### src/rtl/hp_bus_rx_ctrl_pkg.sv
// Shared definitions for the HP859x display-cable receive controller:
// default data width and the FSM state encoding.
package hp_bus_rx_ctrl_pkg;

  // Cable data bits, excluding the fixed-zero LSB
  localparam int HP_DW = 14;

  // Handshake FSM states, 3-bit encoding
  localparam logic [2:0] ST_IDLE     = 3'd0;
  localparam logic [2:0] ST_READY    = 3'd1;
  localparam logic [2:0] ST_SETTLE   = 3'd2;
  localparam logic [2:0] ST_CAPTURE  = 3'd3;
  localparam logic [2:0] ST_WAIT_REL = 3'd4;

  // LRFD is asserted only while we are waiting for, or settling, a word
  function automatic logic lrfd_for_state(input logic [2:0] st);
    return (st == ST_READY) || (st == ST_SETTLE);
  endfunction

endpackage

### src/rtl/hp_word_fifo.sv
// Small synchronous show-ahead FIFO. dout always shows the head word
// (zero when empty). Simultaneous push and pop are both honoured; pop
// when empty is ignored, and push when full is dropped unless a pop
// frees the slot in the same cycle.
module hp_word_fifo #(
  parameter int DW    = 14,
  parameter int DEPTH = 4
) (
  input  logic                       clk,
  input  logic                       rst_n,
  input  logic                       push,
  input  logic                       pop,
  input  logic [DW-1:0]              din,
  output logic [DW-1:0]              dout,
  output logic                       empty,
  output logic                       full,
  output logic [$clog2(DEPTH):0]     count
);

  localparam int AW = $clog2(DEPTH);

  logic [DW-1:0] mem [DEPTH];
  logic [AW-1:0] wr_ptr;
  logic [AW-1:0] rd_ptr;
  logic [AW:0]   cnt;
  logic          do_push;
  logic          do_pop;

  assign empty   = (cnt == '0);
  assign full    = (cnt == (AW+1)'(DEPTH));
  assign count   = cnt;
  assign do_pop  = pop && !empty;
  assign do_push = push && (!full || do_pop);
  assign dout    = empty ? '0 : mem[rd_ptr];

  // Storage array; contents are don't-care until written, so no reset
  always_ff @(posedge clk) begin
    if (do_push) mem[wr_ptr] <= din;
  end

  // Pointers and occupancy; pointers wrap naturally because DEPTH is a power of two
  always_ff @(posedge clk or negedge rst_n) begin
    if (!rst_n) begin
      wr_ptr <= '0;
      rd_ptr <= '0;
      cnt    <= '0;
    end else begin
      if (do_push) wr_ptr <= wr_ptr + 1'b1;
      if (do_pop)  rd_ptr <= rd_ptr + 1'b1;
      case ({do_push, do_pop})
        2'b10:   cnt <= cnt + 1'b1;
        2'b01:   cnt <= cnt - 1'b1;
        default: cnt <= cnt;
      endcase
    end
  end

endmodule

### src/rtl/hp_bus_rx_ctrl.sv
// Receive-side LDAV/LRFD handshake controller for the HP859x display cable.
// Synchronises LDAV, raises LRFD when there is room, waits for the data to
// settle after LDAV, captures one word into a show-ahead FIFO and then waits
// for LDAV to be released. Downstream handshake: a word transfers on any
// clock edge where m_valid and m_ready are both high; m_valid stays high and
// m_data stays stable until that happens.
module hp_bus_rx_ctrl
  import hp_bus_rx_ctrl_pkg::*;
#(
  parameter int DW          = HP_DW,
  parameter int DEPTH       = 4,
  parameter int SETTLE_CYC  = 8,
  parameter int TIMEOUT_CYC = 50000
) (
  input  logic          CLOCK_50,
  input  logic          rst_n,
  input  logic          enable,
  input  logic          ldav,
  output logic          lrfd,
  input  logic [DW-1:0] data_in,
  output logic [DW-1:0] m_data,
  output logic          m_valid,
  input  logic          m_ready,
  output logic [15:0]   word_cnt,
  output logic          timeout_err,
  input  logic          err_clr,
  output logic          busy
);

  localparam int SW = (SETTLE_CYC  > 1) ? $clog2(SETTLE_CYC)      : 1;
  localparam int TW = (TIMEOUT_CYC > 1) ? $clog2(TIMEOUT_CYC + 1) : 1;
  localparam int CW = $clog2(DEPTH) + 1;

  logic          ldav_s1;
  logic          ldav_s;
  logic [2:0]    state;
  logic [2:0]    state_nxt;
  logic [SW-1:0] settle_cnt;
  logic [TW-1:0] tmo_cnt;
  logic          tmo_hit;
  logic          push;
  logic          fifo_empty;
  logic          fifo_full;
  logic [CW-1:0] fifo_cnt;
  logic          has_space;

  assign push      = (state == ST_CAPTURE);
  assign has_space = !fifo_full && (fifo_cnt < CW'(DEPTH));
  assign tmo_hit   = (state == ST_WAIT_REL) && (tmo_cnt == TW'(TIMEOUT_CYC - 1));
  assign busy      = (state != ST_IDLE);
  assign m_valid   = !fifo_empty;

  // Two-flop synchroniser for the asynchronous cable LDAV
  always_ff @(posedge CLOCK_50 or negedge rst_n) begin
    if (!rst_n) begin
      ldav_s1 <= 1'b0;
      ldav_s  <= 1'b0;
    end else begin
      ldav_s1 <= ldav;
      ldav_s  <= ldav_s1;
    end
  end

  // Next-state logic of the handshake FSM
  always_comb begin
    state_nxt = state;
    case (state)
      ST_IDLE:     if (enable && has_space && !ldav_s) state_nxt = ST_READY;
      ST_READY:    if (ldav_s) state_nxt = ST_SETTLE;
      ST_SETTLE: begin
        if (!ldav_s)                                state_nxt = ST_READY;
        else if (settle_cnt == SW'(SETTLE_CYC - 1)) state_nxt = ST_CAPTURE;
      end
      ST_CAPTURE:  state_nxt = ST_WAIT_REL;
      ST_WAIT_REL: if (!ldav_s) state_nxt = ST_IDLE;
      default:     state_nxt = ST_IDLE;
    endcase
  end

  // State register and registered LRFD, derived from the state being entered
  always_ff @(posedge CLOCK_50 or negedge rst_n) begin
    if (!rst_n) begin
      state <= ST_IDLE;
      lrfd  <= 1'b0;
    end else begin
      state <= state_nxt;
      lrfd  <= lrfd_for_state(state_nxt);
    end
  end

  // Settle counter: cleared outside SETTLE, counts cycles spent in SETTLE
  always_ff @(posedge CLOCK_50 or negedge rst_n) begin
    if (!rst_n)                   settle_cnt <= '0;
    else if (state != ST_SETTLE)  settle_cnt <= '0;
    else                          settle_cnt <= settle_cnt + 1'b1;
  end

  // Release timeout counter: runs in WAIT_REL and saturates, so the error sets once per word
  always_ff @(posedge CLOCK_50 or negedge rst_n) begin
    if (!rst_n)                        tmo_cnt <= '0;
    else if (state != ST_WAIT_REL)     tmo_cnt <= '0;
    else if (tmo_cnt != TW'(TIMEOUT_CYC)) tmo_cnt <= tmo_cnt + 1'b1;
  end

  // Sticky timeout flag; a timeout in the same cycle as err_clr keeps it set
  always_ff @(posedge CLOCK_50 or negedge rst_n) begin
    if (!rst_n)       timeout_err <= 1'b0;
    else if (tmo_hit) timeout_err <= 1'b1;
    else if (err_clr) timeout_err <= 1'b0;
  end

  // Captured-word counter, wraps at 16 bits
  always_ff @(posedge CLOCK_50 or negedge rst_n) begin
    if (!rst_n)    word_cnt <= '0;
    else if (push) word_cnt <= word_cnt + 16'd1;
  end

  hp_word_fifo #(
    .DW    (DW),
    .DEPTH (DEPTH)
  ) u_fifo (
    .clk   (CLOCK_50),
    .rst_n (rst_n),
    .push  (push),
    .pop   (m_ready),
    .din   (data_in),
    .dout  (m_data),
    .empty (fifo_empty),
    .full  (fifo_full),
    .count (fifo_cnt)
  );

endmodule

### config.mk
export PLATFORM = sky130hd
export DESIGN_NAME = hp_bus_rx_ctrl
export DESIGN_NICKNAME = d
export VERILOG_FILES = /design/src/rtl/hp_bus_rx_ctrl_pkg.sv /design/src/rtl/hp_word_fifo.sv /design/src/rtl/hp_bus_rx_ctrl.sv
export SDC_FILE = /design/constraint.sdc
export NUM_CORES = 1
export LEC_CHECK = 0
export CORE_UTILIZATION = 52
export DETAILED_ROUTE_END_ITERATION = 7
export DONT_BUFFER_PORTS = 1
export HOLD_SLACK_MARGIN = 0.08
export PLACE_DENSITY = 0.67
export SYNTH_ARGS = -nofsm -noshare
export SYNTH_HDL_FRONTEND = slang
export SYNTH_SLANG_ARGS = --single-unit
### constraint.sdc
create_clock -name CLOCK_50 -period 6.32 [get_ports CLOCK_50]
set_clock_uncertainty 0.1 [all_clocks]
set_input_delay 0.316 -clock CLOCK_50 [delete_from_list [all_inputs] [get_ports CLOCK_50]]
set_output_delay 0.316 -clock CLOCK_50 [all_outputs]
set_load 0.01 [all_outputs]
==> results of run 1 <==
==> worst register-to-register path: stages, from the launching register on <==
cell     delay [ns]
dfrtp_1        0.46
or3_1          0.55
nand3_1        0.18
fa_1           0.46
or3_1          0.39
and3_1         0.18
a211o_1        0.22
==> synth_stat cells, drive strengths merged (3+ instances only) <==
library cell	n	area share (%)
xor2	6	1.1
dfrtp	49	27
clkbuf	4	0.33
and2	18	2.5
mux4	14	6.9
and3	7	0.95
o211ai	3	0.49
edfxtp	56	37
nand2b	4	0.55
xnor2	26	5.0
a21oi	8	0.87
or3	4	0.55
nor4	4	0.82
nor2	27	2.2
nand4	7	1.1
ha	9	2.5
nand2	15	1.2
nor3	7	0.87
inv	13	1.1
o21ai	5	0.55
nand3	17	2.0
buf	8	1.1
==> state kept, by name (all words and copies together) (netlist names) <==
register,flops
ldav_s,1
ldav_s1,1
lrfd,1
settle_cnt,3
state,3
timeout_err,1
tmo_cnt,16
u_fifo.count,3
u_fifo.mem,56
u_fifo.rd_ptr,2
u_fifo.wr_ptr,2
word_cnt,16
==> cell families after synthesis <==
| logic type | count (synthesis) | synth area share, % |
|---|---|---|
| mux | 16 | 7.33 |
| compound gates | 22 | 3.16 |
| xor+xnor | 32 | 6.11 |
| simple gates | 119 | 14.6 |
| flops | 105 | 63.3 |
| fa+ha+maj | 10 | 2.89 |
| buf+inv | 25 | 2.53 |
==> stage by stage <==
stage | std cells | power, mW | cell area (um^2) | hold WS, ns | utilization, %
2_1_floorplan | 329 | 1.15 | 4590 | -0.0796 | -
3_3_place_gp | 422 | 1.19 | 4650 | -0.0784 | 55.5
3_5_place_dp | 422 | 1.20 | 4650 | -0.0783 | 55.5
4_1_cts | 456 | 1.64 | 5060 | 0.0888 | 60.4
5_1_grt | 456 | 1.71 | 5060 | 0.158 | 60.4
6_report | 456 | 1.62 | 5060 | 0.111 | 60.4
==> power groups by stage <==
| stage | Clock (mW) | Sequential, mW | Combinational [mW] |
|---|---|---|---|
| 4_1_cts | 0.430 | 0.860 | 0.351 |
| 5_1_grt | 0.457 | 0.869 | 0.382 |
| 6_report | 0.420 | 0.859 | 0.344 |
| 2_1_floorplan | 0 | 0.813 | 0.336 |
| 3_5_place_dp | 0 | 0.875 | 0.327 |
| 3_3_place_gp | 0 | 0.872 | 0.319 |
==> per-layer routing <==
layer  vias up  wire (um)  track usage (%)
met1      1285       3350             23.6
li1       1224          -                -
met3        10        314             4.27
met5         -          0                0
met4         0        109             7.34
met2        55       3730             29.2
==> cell type report <==
class	count	area, um^2
Fill cell	646	3320
Multi-Input combinational cell	199	1570
Tap cell	105	131
Sequential cell	105	2910
Clock buffer	9	124
Timing Repair Buffer	19	208
Inverter	13	48.8
Clock inverter	6	75.1
==> worst paths after layout <==
| kind | startpoint | to | slack (ns) | depth (start not counted) |
|---|---|---|---|---|
| worst max-delay path | u_fifo.count[2] | u_fifo.count[2] | 3.68 | 6 |
| worst min-delay path | m_ready | u_fifo.count[0] | 0.11 | 2 |
| worst max register to register | u_fifo.count[2] | u_fifo.count[2] | 3.68 | 6 |
| worst min register to register | ldav_s1 | ldav_s | 0.26 | 0 |
| max in group asynchronous | rst_n | u_fifo.wr_ptr[0] | 5.53 | 2 |
| min in group asynchronous | rst_n | word_cnt[15] | 0.37 | 2 |
==> reports/metrics.csv, run 1 <==
metric;value;unit
area_delta_synth_final;10.2;%
p_leak;1.93;nW
relSlewSlack;33.7;%
via_per_inst;5.64;
start_util;54.8;%
synth-seq-cells;105;
core_area;8380;um^2
crit_type;reg -> reg;
swShare;30.5;%
path_clk_slew;0.09;ns
crit_fanout;18;
yosysWarnings;0;
ant_nets;0;
tightest_slew;0.995;ns
arrival;2.79;ns
internal_power;1.13;mW
io_pins;54;
holdBufCountCts;19;
drive_gt1_share;11.1;%
setup_viol;0;
synth_cell_types;45;
postCtsSetupBuffers;0;
start_kind;flop;
clkPwrFrac;25.9;%
slew_viol_final;0;
grtUsageTotal;18.1;%
critPathRequiredTime;6.47;ns
comb_power_share;21.2;%
dr.first_iter.drc_count;149;
gp_congestion;0.798;
cts_tree;built;
crit_path_max_incr_delay;0.55;ns
ys.flop_type;edfxtp_1;
cts_root_buf;clkbuf_8;
die_w;96.0;um
clk_latency;0.36;ns
pwr-share-seq;52.9;%
status;complete, no violations;
grt_antenna_before_repair;0;
port_buffers;0;
post-route-worst-setup-slack;3.68;ns
syn_avg_cell_area;14.0;um^2
die_height;96.0;um
final_cell_mix;edfxtp_1, dfrtp_1, nor2_1;
rows;33;
power_density;320;nW/um^2
grt_pass1_vias;2487;
h-tree-depth;3;
max-vdd-ir-drop;0.141;mV
cts-resized-gates;0;
crit_chain;or3_1, nand3_1, fa_1, or3_1, and3_1, a211o_1;
cap_viol_max_count;0;
synth-edff-count;56;
rsz0062_at_grt;no;
clock_path_buffers;2;
overflow;0;
end_kind;flop;
crit_slowest_cell;or3_1;
cp_top_family;simple AND/OR/NAND/NOR gates;
synth-seq-area-share;63.3;%
synth_area;4590;um^2
dieArea;9210;um^2
vias;2574;
final_common_cell;edfxtp_1;
hpwl;4.76;mm
wl_per_cell;16.5;um
cpMostUsedCell;or3_1;
switchingPower;0.494;mW
crit_buf_inv;0;
clock_sinks;105;
antenna_cells;0;
grt_first_pass_wirelength;12.1;mm
drt_wl_total;7.50;mm
drc_errors;0;
fmax;379;MHz
min_period;2.64;ns
hold_class;in -> reg;
grt_max_degree;50;
synthArstFlopShare;46.7;%
finalHoldViolCount;0;
setup_tns;0;ns
syn_inst;329;
place_ws;3.65;ns
dr.pass1.iters;4;
post-route-period-util;41.7;%
syn_nets;359;
numCtsBuffers;9;
nNetsFinal;377;
Power figures use the tool's default switching activity.
==> inputs of run 2 (changes only) <==
--- a/config.mk
+++ b/config.mk
@@ -5,11 +5,12 @@
 export SDC_FILE = /design/constraint.sdc
 export NUM_CORES = 1
 export LEC_CHECK = 0
+export ABC_AREA = 1
 export CORE_UTILIZATION = 52
 export DETAILED_ROUTE_END_ITERATION = 7
 export DONT_BUFFER_PORTS = 1
 export HOLD_SLACK_MARGIN = 0.08
-export PLACE_DENSITY = 0.67
+export PLACE_DENSITY = 0.7
 export SYNTH_ARGS = -nofsm -noshare
 export SYNTH_HDL_FRONTEND = slang
 export SYNTH_SLANG_ARGS = --single-unit
==> constraint.sdc (replaced) <==
create_clock -name CLOCK_50 -period 2.4 [get_ports CLOCK_50]
set_clock_uncertainty 0.1 [all_clocks]
set_input_delay 0.12 -clock CLOCK_50 [delete_from_list [all_inputs] [get_ports CLOCK_50]]
set_output_delay 0.12 -clock CLOCK_50 [all_outputs]
set_load 0.01 [all_outputs]
==> run 2 against run 1 <==
Effect of this change:
- flip-flop and latch count stayed put
- sequential share of layout area is 2.1 points lower
- non-clock buffer count up 8
- via count increased by 25%
- area after synthesis up 1.8%
- global-route usage up 2.2 points
- final area rose by 3.8%
- sequential power rose to 2.6 times the previous value
- synthesized cell count increased by 46%
- critical path type is now reg -> out
==> reports/metrics.csv, run 2 <==
metric;value;unit
synth-seq-cells;105;
ant_nets;0;
syn_nets;510;
final_common_cell;nor2_1;
yosys.area_share.adder;2.84;%
drive_gt1_share;5.66;%
cts_root_buf;clkbuf_8;
dr.pass1.iters;4;
largest-register;u_fifo.mem;
postCtsSetupBuffers;0;
synth.largest_area_cell;edfxtp_1;
synth.most_common_cell;nor2_1;
hold_ws;0.160;ns
nNetsFinal;537;
overflow;0;
rsz0062_at_grt;no;
h-tree-depth;3;
port_buffers;0;
critPathRequiredTime;2.18;ns
antenna_cells;0;
fmax;486;MHz
ys.flop_type;edfxtp_1;
grt_pass1_vias;3207;
synth_cell_types;27;
largest_reg_flops;56;
hold_class;in -> async;
synth_simple_gate_area_share;19.9;%
setup_tns;0;ns
final_cell_mix;nor2_1, nand2_1, edfxtp_1;
relSlewSlack;66.5;%
via_per_inst;5.18;
reg2reg_slack;0.57;ns
finalHoldViolCount;0;
syn_inst;480;
fin_util;60.2;%
numCtsBuffers;9;
synthArstFlopShare;46.7;%
setup_viol;0;
dpl.cell_count;584;
drc_errors;0;
post-route-period-util;85.8;%
min_period;2.06;ns
clk_latency;0.36;ns
cts_tree;built;
synth_top_family_by_area;simple AND/OR/NAND/NOR gates;
final_cell_count_no_fill;620;
die_height;96.8;um
drt_wl_total;8.76;mm
tightest_slew;0.502;ns
syn_avg_cell_area;9.73;um^2
yosysWarnings;0;
area_delta_synth_final;12.5;%
arrival;1.84;ns
wl_per_cell;14.1;um
start_util;53.6;%
cts-resized-gates;0;
synth_compound_area_share;7.02;%
max-vdd-ir-drop;0.484;mV
slew_viol_final;0;
power_density;885;nW/um^2
dr.first_iter.drc_count;111;
grtUsageTotal;20.3;%
ys_top_cells_by_area;edfxtp_1, dfrtp_1, nor2_1, nand2_1, inv_1;
synth-seq-area-share;62.2;%
synth_area;4670;um^2
synthMuxAreaShare;0;%
crit_fanout;29;
reg_top3;u_fifo.mem x56, tmo_cnt x16, word_cnt x16;
gp_congestion;0.807;
die_w;96.8;um
dieArea;9370;um^2
clock_path_buffers;2;
core_area;8720;um^2
synth_top_cell_area_share;36.0;%
start_kind;flop;
synthXorXnorAreaFrac;2.81;%
path_clk_slew;0.11;ns
grt_max_degree;50;
rows;34;
grt_antenna_before_repair;0;
post-route-worst-setup-slack;0.341;ns
p_leak;2.18;nW
hpwl;5.85;mm
vias;3209;
status;complete, no violations;
place_ws;0.586;ns
clock_sinks;105;
grt_first_pass_wirelength;15.2;mm
crit_type;reg -> out;
end_kind;output pin;
synth_common_cells;nor2_1, nand2_1, edfxtp_1;
cap_viol_max_count;0;
synth-edff-count;56;
io_pins;54;
==> run 2: cell count changes in the layout (fill, tap and decap cells not counted), moves of 6 or more <==
cell     delta
buf_4       +6
nand3_1    +10
xnor2_1    -23
a21oi_1    +17
xor2_1      +6
mux4_2     -14
and2_1     -18
o21ai_0    +35
and3_1      -7
inv_1      +38
nor2_1     +81
nand2_1    +54
==> run 2: stage by stage <==
| stage | cell area (um^2) | power, mW |
|---|---|---|
| CTS | 5250 | 4.68 |
| floorplan | 4670 | 3.19 |
| finish | 5250 | 4.65 |
| detailed placement | 4830 | 3.50 |
| global route | 5250 | 4.96 |
| global placement | 4830 | 3.44 |
==> run 2: logic make-up after synthesis <==
family / count (synthesis)
and+or+nand+nor: 222
DFF: 105
AOI/OAI and AO/OA: 65
buffers and inverters: 63
xor gates and xnor gates: 15
adders and majority gates: 10
==> run 2: worst paths after layout <==
kind                                  start               end  cells past startpoint
min in group CLOCK_50                  ldav           ldav_s1                      1
max                        u_fifo.rd_ptr[0]         m_data[4]                      3
max in group asynchronous             rst_n       word_cnt[8]                      2
min reg2reg                         ldav_s1            ldav_s                      0
min                                   rst_n  u_fifo.rd_ptr[0]                      2
max reg2reg                 u_fifo.count[2]   u_fifo.count[2]                     10
==> run 2: area by class of cell <==
class / count / area (um^2)
Fill cell: 726 / 3470
Clock buffer: 9 / 124
Sequential cell: 105 / 2910
Tap cell: 108 / 135
Inverter: 52 / 195
Multi-Input combinational cell: 312 / 1520
Timing Repair Buffer: 27 / 283
Clock inverter: 7 / 86.3
==> run 2: metal layers <==
| layer | global-route usage, % | vias up | wire length (um) |
|---|---|---|---|
| met5 | 0 | - | 0 |
| met1 | 26.2 | 1527 | 3980 |
| li1 | - | 1628 | - |
| met3 | 3.83 | 8 | 258 |
| met2 | 34.3 | 46 | 4410 |
| met4 | 7.12 | 0 | 114 |
==> run 2: power breakdown <==
| group | total [mW] | switching (mW) | internal, mW |
|---|---|---|---|
| clock | 1.14 | 0.637 | 0.504 |
| sequential | 2.20 | 0.149 | 2.05 |
| combinational | 1.31 | 0.888 | 0.424 |
| total | 4.65 | 1.67 | 2.97 |
==> run 2: what timing repair did <==
action	4_1_cts	5_1_grt
hold endpoints to repair	116	0
setup endpoints to repair	0	0
hold buffers	20	0
==> run 2: worst max-delay path, stage by stage, from the launching register on <==
cell	delay (ns)
dfrtp_1	0.55
inv_2	0.41
o21ai_0	0.17
a21oi_1	0.34
==> inputs of run 3 (changes only) <==
--- a/config.mk
+++ b/config.mk
@@ -6,11 +6,12 @@
 export NUM_CORES = 1
 export LEC_CHECK = 0
 export ABC_AREA = 1
+export CORE_MARGIN = 4
 export CORE_UTILIZATION = 52
 export DETAILED_ROUTE_END_ITERATION = 7
 export DONT_BUFFER_PORTS = 1
 export HOLD_SLACK_MARGIN = 0.08
-export PLACE_DENSITY = 0.7
+export PLACE_DENSITY = 0.67
 export SYNTH_ARGS = -nofsm -noshare
 export SYNTH_HDL_FRONTEND = slang
 export SYNTH_SLANG_ARGS = --single-unit
==> constraint.sdc (replaced) <==
create_clock -name CLOCK_50 -period 2 [get_ports CLOCK_50]
set_clock_uncertainty 0.1 [all_clocks]
set_input_delay 0.1 -clock CLOCK_50 [delete_from_list [all_inputs] [get_ports CLOCK_50]]
set_output_delay 0.1 -clock CLOCK_50 [all_outputs]
set_load 0.01 [all_outputs]
==> run 3 against run 2 <==
Effect of this change:
- total power up 18%
- sequential power grew 19%
- clock power rose by 5%
- routed wire length is 0.87% higher
- worst hold slack got worse by 0.029 ns
- combinational power rose by 26%
- final area grew 0.69%
- register-to-register slack worse by 0.28 ns
- critical endpoint is now m_data[9]
==> reports/metrics.csv, run 3 (synthesis results as in run 2) <==
metric;value;unit
gp_congestion;0.779;
post-route-period-util;97.5;%
post-route-worst-setup-slack;0.0500;ns
slew_viol_final;0;
relSlewSlack;50.9;%
h-tree-depth;3;
ff2ff_path_depth;10;
drc_errors;0;
arrival;1.75;ns
tightest_slew;0.736;ns
status;complete, no violations;
clock_sinks;105;
ant_nets;0;
port_buffers;0;
path_clk_slew;0.10;ns
comb_power_share;30.1;%
crit_fanout;14;
numCtsBuffers;9;
rows;34;
end_kind;output pin;
hold_class;in -> async;
cap_viol_max_count;0;
place_ws;-0.0473;ns
grt_first_pass_wirelength;14.9;mm
clkPwrFrac;22.0;%
swShare;36.1;%
max-vdd-ir-drop;0.494;mV
die_height;103;um
reg2reg_to;u_fifo.count[2];
largest_reg_flops;56;
cts_root_buf;clkbuf_8;
final_cell_mix;nor2_1, nand2_1, edfxtp_1;
r2r-start;state[1];
crit_path_max_incr_delay;0.35;ns
crit_type;reg -> out;
fillers;732;
grt_antenna_before_repair;0;
hpwl;6.02;mm
crit_buf_inv;4;
wl_per_cell;14.0;um
cpMostUsedCell;buf_4;
area_delta_synth_final;13.2;%
start_util;53.6;%
clock_path_buffers;2;
largest-register;u_fifo.mem;
reg2reg_slack;0.29;ns
die_w;103;um
crit_slowest_cell;dfrtp_1;
crit_chain;buf_4, inv_1, nand2_1, buf_4, clkinvlp_4, a21oi_1;
cts_tree;built;
grt_max_degree;50;
power_density;1030;nW/um^2
via_per_inst;5.08;
dr.pass1.iters;4;
dieArea;10600;um^2
core_area;8720;um^2
dr.first_iter.drc_count;108;
min_period;1.95;ns
nNetsFinal;547;
internal_power;3.49;mW
rsz0062_at_grt;yes;
hold_ws;0.131;ns
cp_top_family;buffers and inverters;
overflow;0;
fmax;513;MHz
grt_pass1_vias;3206;
reg_top3;u_fifo.mem x56, tmo_cnt x16, word_cnt x16;
clk_latency;0.36;ns
final_common_cell;nor2_1;
vias;3198;
setup_viol;0;
cp-startpoint;u_fifo.count[2];
switchingPower;1.97;mW
grtUsageTotal;18.0;%
finalHoldViolCount;0;
io_pins;54;
drt_wl_total;8.84;mm
p_leak;2.19;nW
start_kind;flop;
antenna_cells;0;
critPathRequiredTime;1.80;ns
pwr-share-seq;47.9;%
drive_gt1_share;7.85;%
run 3: changes by cell type in the layout (fill, tap and decap cells not counted), sizes merged:
cell and change:
inv -1, buf +10, clkinvlp +3, bufinv -1
clkinv -2, clkbuf +1
run 3: worst max-delay path by stage:
stage / endpoint / slack, ns / cells past startpoint
detailed placement: u_fifo.mem[2][10] / -0.05 / 4
CTS: m_data[9] / 0.02 / 6
global route: m_data[0] / -0.07 / 6
finish: m_data[9] / 0.05 / 6
floorplan: u_fifo.mem[0][0] / 0.02 / 4
global placement: u_fifo.mem[2][11] / -0.01 / 4
run 3: metal layers:
layer / global-route usage [%] / vias up / wire length [um]
met5: 0 / - / 0
met3: 3.92 / 9 / 350
met1: 24.0 / 1478 / 4210
met2: 29.5 / 60 / 4190
li1: - / 1651 / -
met4: 5.68 / 0 / 84
run 3: what timing repair did:
action	in CTS	in global routing
hold buffers	20	0
endpoints found under the hold margin	116	0
resized for setup	3	0
endpoints found under the setup margin	25	14
buffers inserted	0	0
run 3: layout make-up:
| cell class | count | area, um^2 | area share [%] |
|---|---|---|---|
| multi-input combinational | 312 | 1530 | 28.8 |
| clock buffer | 10 | 128 | 2.41 |
| clock inverter | 6 | 48.8 | 0.922 |
| sequential | 105 | 2910 | 55.0 |
| inverter | 52 | 199 | 3.76 |
| tap | 108 | 135 | 2.55 |
| timing repair buffer | 37 | 345 | 6.53 |
run 3: through the flow:
stage / cell area (um^2) / setup TNS (ns) / instances / power, mW / utilization, %
2_1_floorplan: 4670 / 0 / 480 / 3.82 / -
3_3_place_gp: 4890 / -0.206 / 594 / 4.20 / 56.1
3_5_place_dp: 4890 / -0.655 / 594 / 4.25 / 56.1
4_1_cts: 5290 / 0 / 630 / 5.54 / 60.7
5_1_grt: 5290 / -0.710 / 630 / 5.87 / 60.7
6_report: 5290 / 0 / 630 / 5.46 / 60.7
run 3: power by group through the flow:
stage / logic (mW) / registers [mW] / clock network (mW)
6_report: 1.65 / 2.62 / 1.20
3_3_place_gp: 1.55 / 2.65 / 0
5_1_grt: 1.90 / 2.64 / 1.33
3_5_place_dp: 1.59 / 2.66 / 0
2_1_floorplan: 1.20 / 2.62 / 0
4_1_cts: 1.68 / 2.62 / 1.25
